### config.mk
export PLATFORM = sky130hd
export DESIGN_NAME = seq_cla_adder_flat
export DESIGN_NICKNAME = d
export VERILOG_FILES = /design/src/rtl/cla_pkg.sv /design/src/rtl/seq_cla_adder_if.sv /design/src/rtl/basic_cell.sv /design/src/rtl/seq_cla_adder_cla_group.sv /design/src/rtl/seq_cla_adder.sv /design/src/flat_wrapper.sv
export SDC_FILE = /design/constraint.sdc
export NUM_CORES = 1
export LEC_CHECK = 0
export CORE_ASPECT_RATIO = 1.4
export CORE_UTILIZATION = 40
export CTS_BUF_LIST = sky130_fd_sc_hd__clkbuf_8
export DETAILED_ROUTE_END_ITERATION = 8
export GPL_TIMING_DRIVEN = 1
export PLACE_DENSITY = 0.66
export SKIP_LAST_GASP = 1
export SLEW_MARGIN = 10
export SYNTH_ARGS = -nofsm -noshare
export SYNTH_HDL_FRONTEND = slang
export SYNTH_HIERARCHICAL = 1
export SYNTH_SLANG_ARGS = --single-unit
### constraint.sdc
create_clock -name clk -period 6.8 [get_ports clk]
set_input_delay 1.02 -clock clk [delete_from_list [all_inputs] [get_ports clk]]
set_output_delay 1.02 -clock clk [all_outputs]
set_load 0.01 [all_outputs]
### src/rtl/cla_pkg.sv
// -----------------------------------------------------------------------------
// cla_pkg
// Shared definitions for the sequential carry-lookahead adder slice:
//   state_t      - control FSM states (IDLE, RUN, DONE)
//   DEF_WIDTH    - default operand width
//   DEF_GROUP    - default bits processed per cycle
//   cnt_width()  - chunk counter width, ceil(log2(nchunk)) with a floor of 1
// -----------------------------------------------------------------------------
package cla_pkg;

    typedef enum logic [1:0] {
        IDLE = 2'd0,
        RUN  = 2'd1,
        DONE = 2'd2
    } state_t;

    localparam int DEF_WIDTH = 32;
    localparam int DEF_GROUP = 4;

    // A single-chunk adder still needs a 1-bit counter so the index is legal.
    function automatic int cnt_width(input int nchunk);
        return (nchunk <= 1) ? 1 : $clog2(nchunk);
    endfunction

endpackage

### src/rtl/seq_cla_adder_if.sv
// -----------------------------------------------------------------------------
// seq_cla_adder_if
// Operand-in / result-out handshake bundle for seq_cla_adder.
//   in_valid/in_ready   - operand handshake (a, b, cin)
//   out_valid/out_ready - result handshake (sum, cout, ovf)
//   ovf                 - present only when SEQ_CLA_OVF_EN is defined
// Modports: master = producer/consumer side, slave = the adder.
// -----------------------------------------------------------------------------
interface seq_cla_adder_if
    import cla_pkg::*;
#(
    parameter int WIDTH = DEF_WIDTH
);
    logic             in_valid;
    logic             in_ready;
    logic [WIDTH-1:0] a;
    logic [WIDTH-1:0] b;
    logic             cin;
    logic             out_valid;
    logic             out_ready;
    logic [WIDTH-1:0] sum;
    logic             cout;
`ifdef SEQ_CLA_OVF_EN
    logic             ovf;
`endif

    modport master (
        output in_valid, a, b, cin, out_ready,
`ifdef SEQ_CLA_OVF_EN
        input  ovf,
`endif
        input  in_ready, out_valid, sum, cout
    );

    modport slave (
        input  in_valid, a, b, cin, out_ready,
`ifdef SEQ_CLA_OVF_EN
        output ovf,
`endif
        output in_ready, out_valid, sum, cout
    );

endinterface

### src/rtl/basic_cell.sv
// -----------------------------------------------------------------------------
// Basic_Cell
// One-bit adder cell exposing propagate/generate for lookahead.
//   a, b - operand bits      c - carry in
//   p    - a ^ b             g - a & b        s - sum bit
// -----------------------------------------------------------------------------
module Basic_Cell (
    input  logic a,
    input  logic b,
    input  logic c,
    output logic p,
    output logic g,
    output logic s
);
    assign p = a ^ b;
    assign g = a & b;
    assign s = p ^ c;
endmodule

### src/rtl/seq_cla_adder_cla_group.sv
// -----------------------------------------------------------------------------
// cla_group
// Single-level carry-lookahead unit over GROUP bit positions (combinational).
//   p, g  - per-bit propagate / generate from the cells
//   cin   - carry into the group
//   c     - carry into each cell (c[0] == cin)
//   cout  - carry out of the group
//   pg/gg - group propagate / group generate
// -----------------------------------------------------------------------------
module cla_group
    import cla_pkg::*;
#(
    parameter int GROUP = DEF_GROUP
) (
    input  logic [GROUP-1:0] p,
    input  logic [GROUP-1:0] g,
    input  logic             cin,
    output logic [GROUP-1:0] c,
    output logic             cout,
    output logic             pg,
    output logic             gg
);
    logic [GROUP:0] carry_all;
    logic [GROUP:1] gen_all;

    // Every carry is written as a flat sum of products so the depth is one
    // AND-OR level regardless of position, rather than a ripple chain.
    always_comb begin
        logic term;
        term      = 1'b0;
        carry_all = '0;
        gen_all   = '0;
        carry_all[0] = cin;
        for (int i = 1; i <= GROUP; i++) begin
            for (int j = 0; j < i; j++) begin
                term = g[j];
                for (int k = j + 1; k < i; k++) begin
                    term = term & p[k];
                end
                gen_all[i] = gen_all[i] | term;
            end
            term = cin;
            for (int k = 0; k < i; k++) begin
                term = term & p[k];
            end
            carry_all[i] = gen_all[i] | term;
        end
    end

    assign c    = carry_all[GROUP-1:0];
    assign cout = carry_all[GROUP];
    assign gg   = gen_all[GROUP];
    assign pg   = &p;

endmodule

### src/rtl/seq_cla_adder.sv
// -----------------------------------------------------------------------------
// seq_cla_adder
// Multi-cycle WIDTH-bit adder: one GROUP-bit chunk per clock through GROUP
// Basic_Cell instances and one cla_group; chunk carry held in a register.
//   clk, rst - clock, synchronous active-high reset
//   bus      - seq_cla_adder_if.slave (operand in, result out)
// Optional feature macro: SEQ_CLA_OVF_EN adds the registered ovf output.
// WIDTH must be an integer multiple of GROUP.
// -----------------------------------------------------------------------------
module seq_cla_adder
    import cla_pkg::*;
#(
    parameter int WIDTH = DEF_WIDTH,
    parameter int GROUP = DEF_GROUP
) (
    input  logic           clk,
    input  logic           rst,
    seq_cla_adder_if.slave bus
);
    localparam int NCHUNK = WIDTH / GROUP;
    localparam int CW     = cnt_width(NCHUNK);

    state_t           state, state_nxt;
    logic [WIDTH-1:0] a_reg, b_reg, sum_reg;
    logic             carry_reg, cout_reg;
    logic [CW-1:0]    idx;
    logic             capture, step, last, in_ready_c, out_valid_c;

    logic [GROUP-1:0] a_chunk, b_chunk, p_vec, g_vec, c_vec, s_chunk;
    logic             grp_cout, grp_p, grp_g, carry_nxt;

    assign last    = (idx == CW'(NCHUNK - 1));
    assign a_chunk = a_reg[int'(idx)*GROUP +: GROUP];
    assign b_chunk = b_reg[int'(idx)*GROUP +: GROUP];

    for (genvar gi = 0; gi < GROUP; gi++) begin : g_cell
        Basic_Cell u_cell (
            .a (a_chunk[gi]),
            .b (b_chunk[gi]),
            .c (c_vec[gi]),
            .p (p_vec[gi]),
            .g (g_vec[gi]),
            .s (s_chunk[gi])
        );
    end

    cla_group #(.GROUP(GROUP)) u_cla (
        .p    (p_vec),
        .g    (g_vec),
        .cin  (carry_reg),
        .c    (c_vec),
        .cout (grp_cout),
        .pg   (grp_p),
        .gg   (grp_g)
    );

    // Chunk-to-chunk carry in G/P form; identical to grp_cout.
    assign carry_nxt = grp_g | (grp_p & carry_reg);

    always_ff @(posedge clk) begin
        if (rst) state <= IDLE;
        else     state <= state_nxt;
    end

    always_comb begin
        state_nxt   = state;
        in_ready_c  = 1'b0;
        out_valid_c = 1'b0;
        capture     = 1'b0;
        step        = 1'b0;
        case (state)
            IDLE: begin
                in_ready_c = 1'b1;
                if (bus.in_valid) begin
                    capture   = 1'b1;
                    state_nxt = RUN;
                end
            end
            RUN: begin
                step = 1'b1;
                if (last) state_nxt = DONE;
            end
            DONE: begin
                out_valid_c = 1'b1;
                if (bus.out_ready) state_nxt = IDLE;
            end
            default: state_nxt = IDLE;
        endcase
    end

    // Operands are only meaningful after capture, so they carry no reset.
    always_ff @(posedge clk) begin
        if (capture) begin
            a_reg <= bus.a;
            b_reg <= bus.b;
        end
    end

    always_ff @(posedge clk) begin
        if (rst) begin
            sum_reg   <= '0;
            carry_reg <= 1'b0;
            cout_reg  <= 1'b0;
            idx       <= '0;
        end else if (capture) begin
            carry_reg <= bus.cin;
            idx       <= '0;
        end else if (step) begin
            sum_reg[int'(idx)*GROUP +: GROUP] <= s_chunk;
            carry_reg <= carry_nxt;
            idx       <= idx + CW'(1);
            if (last) cout_reg <= grp_cout;
        end
    end

`ifdef SEQ_CLA_OVF_EN
    logic ovf_reg;

    // In the last chunk c_vec[GROUP-1] is the carry into the sign bit.
    always_ff @(posedge clk) begin
        if (rst)               ovf_reg <= 1'b0;
        else if (step && last) ovf_reg <= c_vec[GROUP-1] ^ grp_cout;
    end

    assign bus.ovf = ovf_reg;
`endif

    assign bus.in_ready  = in_ready_c;
    assign bus.out_valid = out_valid_c;
    assign bus.sum       = sum_reg;
    assign bus.cout      = cout_reg;

endmodule

### src/flat_wrapper.sv
// flat-port wrapper written by rule: the top's interface ports become plain ports
module seq_cla_adder_flat import cla_pkg::*;
#(
    parameter int WIDTH = DEF_WIDTH,
    parameter int GROUP = DEF_GROUP
)
  (clk, rst, bus_in_valid, bus_a, bus_b, bus_cin, bus_out_ready, bus_in_ready, bus_out_valid, bus_sum, bus_cout);
  seq_cla_adder_if #(.WIDTH(WIDTH)) bus_i ();
  input  logic clk;
  input  logic rst;
  input wire logic [$bits(bus_i.in_valid)-1:0] bus_in_valid;
  input wire logic [$bits(bus_i.a)-1:0] bus_a;
  input wire logic [$bits(bus_i.b)-1:0] bus_b;
  input wire logic [$bits(bus_i.cin)-1:0] bus_cin;
  input wire logic [$bits(bus_i.out_ready)-1:0] bus_out_ready;
  output wire logic [$bits(bus_i.in_ready)-1:0] bus_in_ready;
  output wire logic [$bits(bus_i.out_valid)-1:0] bus_out_valid;
  output wire logic [$bits(bus_i.sum)-1:0] bus_sum;
  output wire logic [$bits(bus_i.cout)-1:0] bus_cout;
  assign bus_i.in_valid = bus_in_valid;
  assign bus_i.a = bus_a;
  assign bus_i.b = bus_b;
  assign bus_i.cin = bus_cin;
  assign bus_i.out_ready = bus_out_ready;
  assign bus_in_ready = bus_i.in_ready;
  assign bus_out_valid = bus_i.out_valid;
  assign bus_sum = bus_i.sum;
  assign bus_cout = bus_i.cout;
  seq_cla_adder #(.WIDTH(WIDTH), .GROUP(GROUP)) u_core (.clk(clk), .rst(rst), .bus(bus_i));
endmodule
==> flow_summary_export.csv, run 1 <==
group,metric,value,unit
placed_design,port_buffers,103,
clock_tree,cts-hold-fix-buffers,0,
setup_path,crit_chain,"mux4_2 -> nand2_1 -> nand2_1 -> ha_1 -> a21o_1 -> a21oi_2 -> inv_2 -> a21o_1 -> xor2_1 -> nand4_1 -> mux2i_1",
global_routing,grt_pass1_wl,14400,µm
setup_path,cp_num_buf_inv,1,
timing,hold_viol_final,0,
routing,avgViaCountPerCell,4.95,
clock_tree,clock_latency,370,ps
setup_path,end_kind,"flop",
logic_synthesis,syn_inst,314,
logic_synthesis,avgSynthCellArea,14.3,µm²
timing,finalSetupTns,0,ps
job,cap_violations,0,
routing,vias,2771,
finish,drive_gt1_frac,0.119,
setup_path,critPathSlowestCell,"dfxtp_2",
clock_tree,path_clk_slew,100,ps
setup_path,path_max_fanout,29,
setup_path,critPathArrivalTime,3790,ps
floorplanning,rows,45,
finish,syn2layout_area_growth,29.6,%
placed_design,pre_cts_ws,3310,ps
power_and_ir_drop,powerDensity,219,nW/µm²
logic_synthesis,ys.flop_type,"edfxtp_1",
power_and_ir_drop,peakVddDrop,0.000122,V
routing,drc,0,
setup_path,crit_type,"flop to flop",
setup_path,max_stage_delay,900,ps
global_routing,grt_pass1_vias,2858,
floorplanning,core-area,10900,µm²
routing,drtPass1Iterations,4,
finish,nNetsFinal,494,
floorplanning,dieArea,11700,µm²
hold_path,hp-class,"flop to flop",
logic_synthesis,synth_edf_count,64,
timing,fmax,0.287,GHz
placed_design,place_congestion,0.794,
routing,wl,8700,µm
clock_tree,cts_htree_levels,3,
global_routing,grt-ovfl-total,0,
global_routing,grt_max_degree,66,
clock_tree,cts_sinks,103,
logic_synthesis,ys_seq_elements,103,
floorplanning,die_w,91.7,µm
timing,final.period_utilization,0.512,
routing,routedWlPerCell,15.5,µm
timing,tightestPinTransition,884,ps
logic_synthesis,ys_warn_count,6,
timing,holdWs,476,ps
timing,post-route-min-period,3480,ps
floorplanning,boundaryPins,104,
timing,fin_ws,3320,ps
clock_tree,cts_buffer_depth,2,
floorplanning,die_h,128,µm
clock_tree,cts_resized,0,
clock_tree,post-cts-setup-buffer-count,0,
clock_tree,cts_root_buf,"clkbuf_8",
logic_synthesis,ys_types,41,
setup_path,worst-endpoint-required,7100,ps
clock_tree,tritoncts,"done",
logic_synthesis,synth_area,4500,µm²
logic_synthesis,synthesis.nets,394,
global_routing,antenna_found_initial,0,
timing,finalSetupViolCount,0,
logic_synthesis,async_reset_ff_frac,0,
placed_design,hpwl,6360,µm
power_and_ir_drop,p_leak,0.00215,µW
finish,num_antenna_cells,0,
timing,fin_skew,8.07,ps
global_routing,gr-usage-all-layers,0.162,
setup_path,critPathLaunchType,"flop",
logic_synthesis,ys_seq_area_frac,0.600,
outcome,status,"finished, final reports clean",
routing,drt-initial-drc-count,99,
setup_path,path_delay_family,"flip-flops",
timing,rsz0062_at_grt,"no",
timing,drv_slew,0,
clock_tree,cts_buffers,9,
routing,ant_nets,0,
floorplanning,initial_core_util,0.412,
timing,maxSlewHeadroom,0.410,
-- path summary, 6_finish.rpt --
path	from	to	slack (ps)	cells past startpoint
max	u_core/idx[0]	u_core/bus.sum[7]	3320	11
min	u_core/bus.cout	u_core/bus.cout	480	2
max reg2reg	u_core/idx[0]	u_core/bus.sum[7]	3320	11
min reg2reg	u_core/bus.cout	u_core/bus.cout	480	2
-- through the flow --
step	utilization	cells	area (µm²)	total power, µW
final	0.535	560	5840	1280
after global routing	0.535	560	5840	1330
after CTS	0.535	560	5840	1290
after detailed placement	0.515	544	5620	889
after global placement	0.515	544	5620	884
after floorplan	-	314	4500	817
-- routing by layer --
layer | GRT usage | routed length [µm] | up-vias
met1 | 0.190 | 3520 | 1330
met5 | 0 | 0 | -
met4 | 0.0598 | 174 | 0
met2 | 0.282 | 4620 | 83
met3 | 0.0452 | 390 | 15
li1 | - | - | 1343
-- layout by cell type, fill, tap and decap left out, drive strengths merged, types with 6 or more instances in the layout --
master,n
mux4,16
clkbuf,9
nand3,9
clkdlybuf4s50,103
nor2,6
nand2b,38
nand2,33
ha,11
mux2i,33
inv,6
dfxtp,39
edfxtp,64
-- where the power goes --
part | leakage (µW) | internal (µW) | switching (µW) | total [µW]
clock network | 0.000109 | 179 | 225 | 404
registers | 0.000925 | 693 | 13.6 | 706
logic | 0.00112 | 85.3 | 80.8 | 166
-- cell usage after synthesis (2+ instances only) --
| library cell | instances | area share |
|---|---|---|
| buf_2 | 4 | 0.0044 |
| nor3_4 | 4 | 0.014 |
| mux2i_1 | 33 | 0.073 |
| buf_4 | 4 | 0.0067 |
| nand4b_4 | 3 | 0.016 |
| a22oi_1 | 2 | 0.0033 |
| nand4_1 | 4 | 0.0056 |
| ha_1 | 11 | 0.031 |
| mux4_2 | 16 | 0.080 |
| nor2_1 | 5 | 0.0042 |
| buf_6 | 4 | 0.010 |
| nand2b_1 | 37 | 0.051 |
| a21o_1 | 2 | 0.0033 |
| nand3_1 | 9 | 0.010 |
| clkbuf_1 | 5 | 0.0042 |
| nor2b_1 | 4 | 0.0056 |
| a21oi_1 | 4 | 0.0044 |
| xor2_1 | 4 | 0.0078 |
| o21ai_1 | 2 | 0.0022 |
| dfxtp_1 | 39 | 0.17 |
| inv_1 | 3 | 0.0025 |
| nand2_1 | 33 | 0.028 |
| edfxtp_1 | 64 | 0.43 |
-- layout make-up --
class,instances,area [µm²]
Sequential cell,103,2700
Inverter,5,18.8
Clock buffer,9,124
Tap cell,141,176
Timing Repair Buffer,106,1050
Multi-Input combinational cell,189,1670
Clock inverter,7,92.6
Fill cell,919,5080
-- kinds of logic (layout without fill, tap and decap cells) --
family / Yosys count / after routing / synth area share
XOR/XNOR: 4 / 4 / 0.00778
buffers and inverters: 22 / 127 / 0.0294
AO/OA/AOI/OAI: 15 / 15 / 0.0231
multiplexers: 49 / 49 / 0.153
flip-flops: 103 / 103 / 0.600
AND/OR/NAND/NOR: 110 / 110 / 0.156
adder cells (fa/ha/maj): 11 / 11 / 0.0306
-- tightest hold or removal path: cells and delay by family (launching register included) --
kind / cells / cell delay [ps]
flops: 1 / 330
compound gates: 1 / 50
simple gates: 1 / 60
(Power assumes the default switching activity.)
==> run 2, diff against run 1 <==
Clock period 6.8 ns to 3.49 ns, I/O delays scaled along.
==> flow_summary_export.csv, run 2 (synthesized netlist as in run 1, its figures left out) <==
group,metric,value,unit
global_routing,grt-ovfl-total,0,
timing,tightestPinTransition,903,ps
floorplanning,core-area,10900,µm²
routing,drc,0,
setup_path,rr_worst_depth,11,
floorplanning,die_h,128,µm
setup_path,r2r-start,"u_core/idx[0]",
setup_path,r2r-end,"u_core/bus.sum[23]",
clock_tree,cts_htree_levels,3,
placed_design,port_buffers,103,
clock_tree,cts_sinks,103,
global_routing,antenna_found_initial,0,
finish,final_util,0.535,
job,cap_violations,0,
setup_path,worst-endpoint-required,3800,ps
floorplanning,boundaryPins,104,
outcome,status,"finished, final reports clean",
finish,final_cell_mix,"103 x clkdlybuf4s50_1, 64 x edfxtp_1, 38 x dfxtp_1",
timing,maxSlewHeadroom,0.397,
setup_path,rrSetupSlack,470,ps
routing,drt-initial-drc-count,141,
setup_path,critPathLaunchType,"flop",
power_and_ir_drop,powerDensity,411,nW/µm²
finish,finalNonFillerCells,564,
timing,hold_viol_final,0,
finish,layout.cells.most_common,"clkdlybuf4s50_1",
hold_path,hold_end,"u_core/bus.sum[0]",
global_routing,gr-usage-all-layers,0.163,
power_and_ir_drop,power,2400,µW
setup_path,path_max_fanout,15,
clock_tree,cts_root_buf,"clkbuf_8",
hold_path,whs_path_depth,2,
power_and_ir_drop,p_leak,0.00216,µW
global_routing,grt_max_degree,49,
routing,routedWlPerCell,15.6,µm
timing,fin_skew,9.25,ps
clock_tree,cts_buffers,9,
timing,rsz0062_at_grt,"no",
floorplanning,initial_core_util,0.412,
setup_path,end_kind,"flop",
clock_tree,path_clk_slew,100,ps
routing,vias,2763,
finish,num_antenna_cells,0,
finish,nNetsFinal,498,
finish,syn2layout_area_growth,29.8,%
clock_tree,clock_latency,380,ps
finish,n_fill_cell,956,
power_and_ir_drop,peakVddDrop,0.000231,V
timing,final.period_utilization,0.864,
routing,ant_nets,0,
hold_path,hold_start,"u_core/bus.sum[0]",
clock_tree,post-cts-setup-buffer-count,0,
timing,finalSetupViolCount,0,
timing,holdWs,476,ps
routing,drtPass1Iterations,4,
clock_tree,cts_resized,0,
clock_tree,tritoncts,"done",
timing,fmax,0.332,GHz
placed_design,placedCellCount,548,
setup_path,crit_type,"flop to flop",
timing,post-route-min-period,3020,ps
finish,drive_gt1_frac,0.128,
timing,drv_slew,0,
floorplanning,dieArea,11700,µm²
setup_path,critPathArrivalTime,3330,ps
routing,avgViaCountPerCell,4.90,
placed_design,hpwl,6660,µm
floorplanning,die_w,91.7,µm
placed_design,place_congestion,0.814,
clock_tree,cts_buffer_depth,2,
global_routing,grt_pass1_vias,2943,
floorplanning,rows,45,
timing,finalSetupTns,0,ps
clock_tree,cts-hold-fix-buffers,0,
routing,wl,8810,µm
global_routing,grt_pass1_wl,14400,µm
hold_path,hp-class,"flop to flop",
run 2: cell count changes in the layout (fill, tap and decap cells not counted), sizes merged:
cell      previous run  this run
buf                  3         7
clkinv               5         3
clkinvlp             0         2
bufinv               1         0
inv                  6         7
run 2: power by group:
part	internal [µW]	leakage, µW	switching (µW)
Sequential	1350	0.000925	21.1
Combinational	171	0.00114	157
Clock	269	0.0000895	435
Total	1790	0.00216	613
run 2: area by class of cell:
type / instances / area (µm²) / share of cell area
multi-input cells: 189 / 1670 / 0.286
repair buffers: 110 / 1100 / 0.187
clock buffers: 9 / 124 / 0.0212
flip-flops and latches: 103 / 2700 / 0.463
inverters: 5 / 18.8 / 0.00321
clock inverters: 7 / 56.3 / 0.00963
well taps: 141 / 176 / 0.0302
run 2: critical path, cell delays in order (launching register included):
cell and delay [ps]:
dfxtp_2 490, buf_4 280, mux4_2 520, nand2_1 80, nand2_1 60, ha_1 350
a21oi_2 180, inv_2 50, a21o_1 180, xor2_1 390, nand4_1 200, mux2i_1 170
run 2: worst max path at each step:
stage / startpoint / to / slack (ps)
2_1_floorplan: u_core/idx[0] / u_core/bus.sum[7] / 680
3_3_place_gp: u_core/idx[0] / u_core/bus.sum[15] / 520
3_5_place_dp: u_core/idx[0] / u_core/bus.sum[23] / 480
4_1_cts: u_core/idx[0] / u_core/bus.sum[15] / 440
5_1_grt: u_core/idx[0] / u_core/bus.sum[23] / 130
6_report: u_core/idx[0] / u_core/bus.sum[23] / 470
run 2: layer usage:
metal | wire length (µm) | GRT usage
met5 | 0 | 0
met4 | 139 | 0.0588
met3 | 450 | 0.0476
met2 | 4810 | 0.296
met1 | 3410 | 0.181
run 2: stage by stage:
stage                     instance area (µm²)  setup slack, ps
after detailed placement                 5670              478
after global routing                     5850              132
after CTS                                5850              444
final                                    5850              473
after global placement                   5670              524
after floorplan                          4500              678
==> run 3, diff against run 2 <==
Settings changed: CELL_PAD_IN_SITES_DETAIL_PLACEMENT set to 1, CELL_PAD_IN_SITES_GLOBAL_PLACEMENT set to 1, PLACE_DENSITY 0.66 to not set, PLACE_DENSITY_LB_ADDON set to 0.1.
==> flow_summary_export.csv, run 3 (synthesized netlist as in run 1, its figures left out) <==
group,metric,value,unit
floorplanning,die_h,128,µm
routing,dr.max_layer_used,"met4",
routing,avgViaCountPerCell,4.93,
finish,num_antenna_cells,0,
power_and_ir_drop,p_leak,0.00218,µW
clock_tree,cts_sinks,103,
timing,fmax,0.318,GHz
global_routing,grt_max_degree,66,
routing,vias,2790,
setup_path,worst-endpoint-required,3770,ps
job,cap_violations,0,
finish,layout.cells.most_common,"clkdlybuf4s50_1",
setup_path,end_kind,"flop",
global_routing,antenna_found_initial,0,
routing,routedWlPerCell,17.0,µm
power_and_ir_drop,p_switching,584,µW
global_routing,grt_pass1_wl,15900,µm
floorplanning,die_w,91.7,µm
timing,tightestPinTransition,935,ps
setup_path,critPathLaunchType,"flop",
timing,drv_slew,0,
placed_design,hpwl,7380,µm
floorplanning,dieArea,11700,µm²
timing,final.period_utilization,0.901,
clock_tree,post-cts-setup-buffer-count,0,
clock_tree,path_clk_slew,90,ps
clock_tree,cts_htree_levels,3,
setup_path,crit_type,"flop to flop",
routing,wl_met3,288,µm
setup_path,crit_chain,"mux4_2 -> nand2_1 -> nand2_1 -> ha_1 -> a21o_1 -> a21oi_2 -> inv_2 -> a21o_1 -> xor2_1 -> nand3_1 -> mux2i_1",
routing,met1Wirelength,3630,µm
finish,syn2layout_area_growth,30.8,%
timing,hold_viol_final,0,
routing,drt-initial-drc-count,89,
setup_path,critPathArrivalTime,3420,ps
timing,maxSlewHeadroom,0.376,
power_and_ir_drop,clkPwrFrac,0.316,
outcome,status,"finished, final reports clean",
timing,finalSetupTns,0,ps
timing,finalSetupViolCount,0,
setup_path,path_delay_family,"multiplexers",
placed_design,place_congestion,0.778,
power_and_ir_drop,combinationalPowerShare,0.137,
floorplanning,initial_core_util,0.412,
setup_path,path_max_fanout,12,
floorplanning,boundaryPins,104,
routing,drtPass1Iterations,4,
global_routing,grt_pass1_vias,3058,
setup_path,critPathSlowestCell,"dfxtp_2",
placed_design,pre_cts_ws,292,ps
placed_design,port_buffers,103,
clock_tree,cts_buffers,9,
global_routing,gr-usage-all-layers,0.183,
clock_tree,cts-hold-fix-buffers,0,
routing,ant_nets,0,
power_and_ir_drop,peakVddDrop,0.000277,V
clock_tree,cts_root_buf,"clkbuf_8",
power_and_ir_drop,intPower,1930,µW
timing,fin_skew,10.7,ps
global_routing,grt-ovfl-total,0,
floorplanning,rows,45,
setup_path,max_stage_delay,580,ps
timing,fin_ws,346,ps
timing,post-route-min-period,3140,ps
power_and_ir_drop,p_seq_frac,0.547,
finish,drive_gt1_frac,0.127,
clock_tree,cts_resized,0,
routing,met2_length,5620,µm
power_and_ir_drop,powerDensity,427,nW/µm²
hold_path,hp-class,"flop to flop",
power_and_ir_drop,switching_share,0.232,
finish,nNetsFinal,500,
clock_tree,cts_buffer_depth,2,
routing,wl,9640,µm
setup_path,cp_num_buf_inv,1,
floorplanning,core-area,10900,µm²
finish,final_cell_mix,"103 x clkdlybuf4s50_1, 64 x edfxtp_1, 38 x dfxtp_1",
timing,rsz0062_at_grt,"no",
clock_tree,tritoncts,"done",
clock_tree,clock_latency,360,ps
routing,drc,0,
timing,holdWs,474,ps
-- run 3: layout make-up --
cell class / count / area, µm²
Clock buffer: 9 / 124
Sequential cell: 103 / 2700
Fill cell: 1098 / 5030
Inverter: 5 / 18.8
Tap cell: 141 / 176
Multi-Input combinational cell: 189 / 1670
Timing Repair Buffer: 112 / 1110
Clock inverter: 7 / 86.3
-- run 3: metrics by stage --
| step | utilization | instance area (µm²) | power (µW) | instances |
|---|---|---|---|---|
| floorplan | - | 4500 | 1590 | 314 |
| global placement | 0.520 | 5680 | 1750 | 550 |
| detailed placement | 0.520 | 5680 | 1760 | 550 |
| CTS | 0.539 | 5890 | 2550 | 566 |
| global route | 0.539 | 5890 | 2640 | 566 |
| finish | 0.539 | 5890 | 2510 | 566 |
-- run 3: worst reg2reg max path, delay by kind of cell (launching register included) --
kind | cells | cell delay (ps)
multiplexers | 2 | 750
AO/OA/AOI/OAI | 3 | 600
flip-flops | 1 | 580
XOR/XNOR | 1 | 390
AND/OR/NAND/NOR | 3 | 350
adder cells (fa/ha/maj) | 1 | 330
buffers and inverters | 1 | 60
-- run 3: routing by layer --
layer	vias to the layer above	GRT usage
met4	0	0.0560
met1	1362	0.201
li1	1353	-
met2	68	0.347
met5	-	0
met3	7	0.0387
-- run 3: worst paths after layout --
kind                                       from            endpoint  slack [ps]  depth (start not counted)
worst max-delay path              u_core/idx[0]  u_core/bus.sum[15]         350                         11
worst min-delay path            u_core/bus.cout     u_core/bus.cout         470                          2
worst max register to register    u_core/idx[0]  u_core/bus.sum[15]         350                         11
worst min register to register  u_core/bus.cout     u_core/bus.cout         470                          2
-- run 3: power groups by stage --
stage	combinational, µW	sequential [µW]	clock [µW]
after global routing	378	1380	876
final	345	1380	793
after detailed placement	352	1410	0
after CTS	354	1380	822
after global placement	343	1400	0
after floorplan	199	1390	0
==> RTL change: new RTL, flow settings as in run 3 <==
Re-encode `state_t` (3 states) as one-hot, 3 bits wide.
--- a/src/rtl/cla_pkg.sv
+++ b/src/rtl/cla_pkg.sv
@@ -8,10 +8,10 @@
 // -----------------------------------------------------------------------------
 package cla_pkg;
 
-    typedef enum logic [1:0] {
-        IDLE = 2'd0,
-        RUN  = 2'd1,
-        DONE = 2'd2
+    typedef enum logic [2:0] {
+        IDLE = 3'b001,
+        RUN  = 3'b010,
+        DONE = 3'b100
     } state_t;
 
     localparam int DEF_WIDTH = 32;
Check against the original RTL: no difference found for any inputs over 10 cycles, from zero or initial values and one cycle with rst high; not proved beyond that.
==> RTL change against run 3 <==
Setup slack improved by 57 ps. Wire length rose by 0.50%. Die area grew 0.33%. Total power up 19%. Area after synthesis is 0.33% higher. Sequential cell count grew 1. First-iteration DRC count shrank 49%. Final area did not move.
==> RTL change: results (changes against run 3) <==
Distinct cells, synth 44 (+7.3%); endpoint arrival time on the critical path 3380 ps (-40 ps); standard cell area after detailed placement 5705 µm² (+0.44%); average size of a mapped cell 13.86 µm² (-3.4%); clock slew at the register clock pins of the worst setup and hold paths 110 ps (+20 ps); top post-synthesis cells by area sky130_fd_sc_hd__edfxtp_1 (43%), sky130_fd_sc_hd__dfxtp_1 (18%), sky130_fd_sc_hd__mux4_2 (8.0%); multiplexer area fraction after synthesis 0.1351 (-0.01823); syn_nets 406 (+3.0%); worst slack at placement 382.5 ps (+90.67 ps); leakage dissipation 2.048 nW (-6.3%); worst setup skew after layout 9.369 ps (-1.327 ps); Non-clk invs 11 (+6); overall power consumption 0.003002 W (+19%); number of global-route vias before repair 3111 (+1.7%); fraction of layout instances using a drive strength above 1 0.1310 (+0.003976); first-pass GRT wire length 15710 µm (-1.1%); Register Area 2724 µm² (+0.74%); pin count of the biggest net entering global routing 45 (-32%); clock network contribution to total cell area 0.03144 (-0.004248); run status finished clean; CORE AREA 10920 µm² (unchanged); non-clk buf share 0.1873 (-0.001275); filler instances 1104 (+0.55%); maximum vdd drop 0.0003653 V (+32%); overall global routing resource usage 0.1755 (-0.007095); total of plain and repair buffers excluding clock buffers 111 (-0.89%); fraction of area in multi-input gates 0.2819 (-0.001699); #MultiIn Comb 193 (+2.1%); sequential element share of the synthesized area 0.6024 (+0.002436); number of vias per cell after detailed routing 5.090 (+3.3%); Final nets 510 (+2.0%); adder-cell area share of the yosys netlist 0.03045 (-0.0001015); slew margin rel. 0.3939 (+0.01823); largest fanout on the critical path 9 (-3); library cell contributing the largest single delay on the critical path sky130_fd_sc_hd__mux4_2; portion of total power attributed to the clock network 0.239 (-0.077); via total after detailed routing 2932 (+5.1%); most frequent cells after synthesis sky130_fd_sc_hd__edfxtp_1 (64), sky130_fd_sc_hd__dfxtp_1 (40), sky130_fd_sc_hd__nand2_1 (31); placed cell count 560 (+1.8%); final estimated routing congestion in global placement 0.8291 (+6.6%); Iteration-0 DRC Markers 45 (-49%); Synth Area in Compound Gates 0.04928 (+0.02622); CTS sink cnt 104 (+0.97%)
==> RTL change: cell count changes after synthesis, sizes merged, moves of 4 or more <==
cell	change
nand2b	-13
nor3b	+5
o31ai	+5
a31o	+4
a311oi	+5
nand4	+7
inv	+6
or3b	+4
a21oi	+8
mux2i	-8
==> RTL change: final timing paths <==
check                                  start                         endpoint  slack [ps]
max reg2reg       u_core/idx[0]$_SDFFE_PP0P_  u_core/bus.sum[15]$_SDFFE_PP0P_         400
max               u_core/idx[0]$_SDFFE_PP0P_  u_core/bus.sum[15]$_SDFFE_PP0P_         400
min reg2reg  u_core/bus.sum[30]$_SDFFE_PP0P_  u_core/bus.sum[30]$_SDFFE_PP0P_         480
min          u_core/bus.sum[30]$_SDFFE_PP0P_  u_core/bus.sum[30]$_SDFFE_PP0P_         480
==> RTL change: layer usage <==
layer,GRT usage,vias up,share of wire
li1,-,1426,-
met1,0.1949,1408,0.39
met2,0.3273,81,0.56
met3,0.02906,17,0.031
met4,0.07813,0,0.024
met5,0,-,0
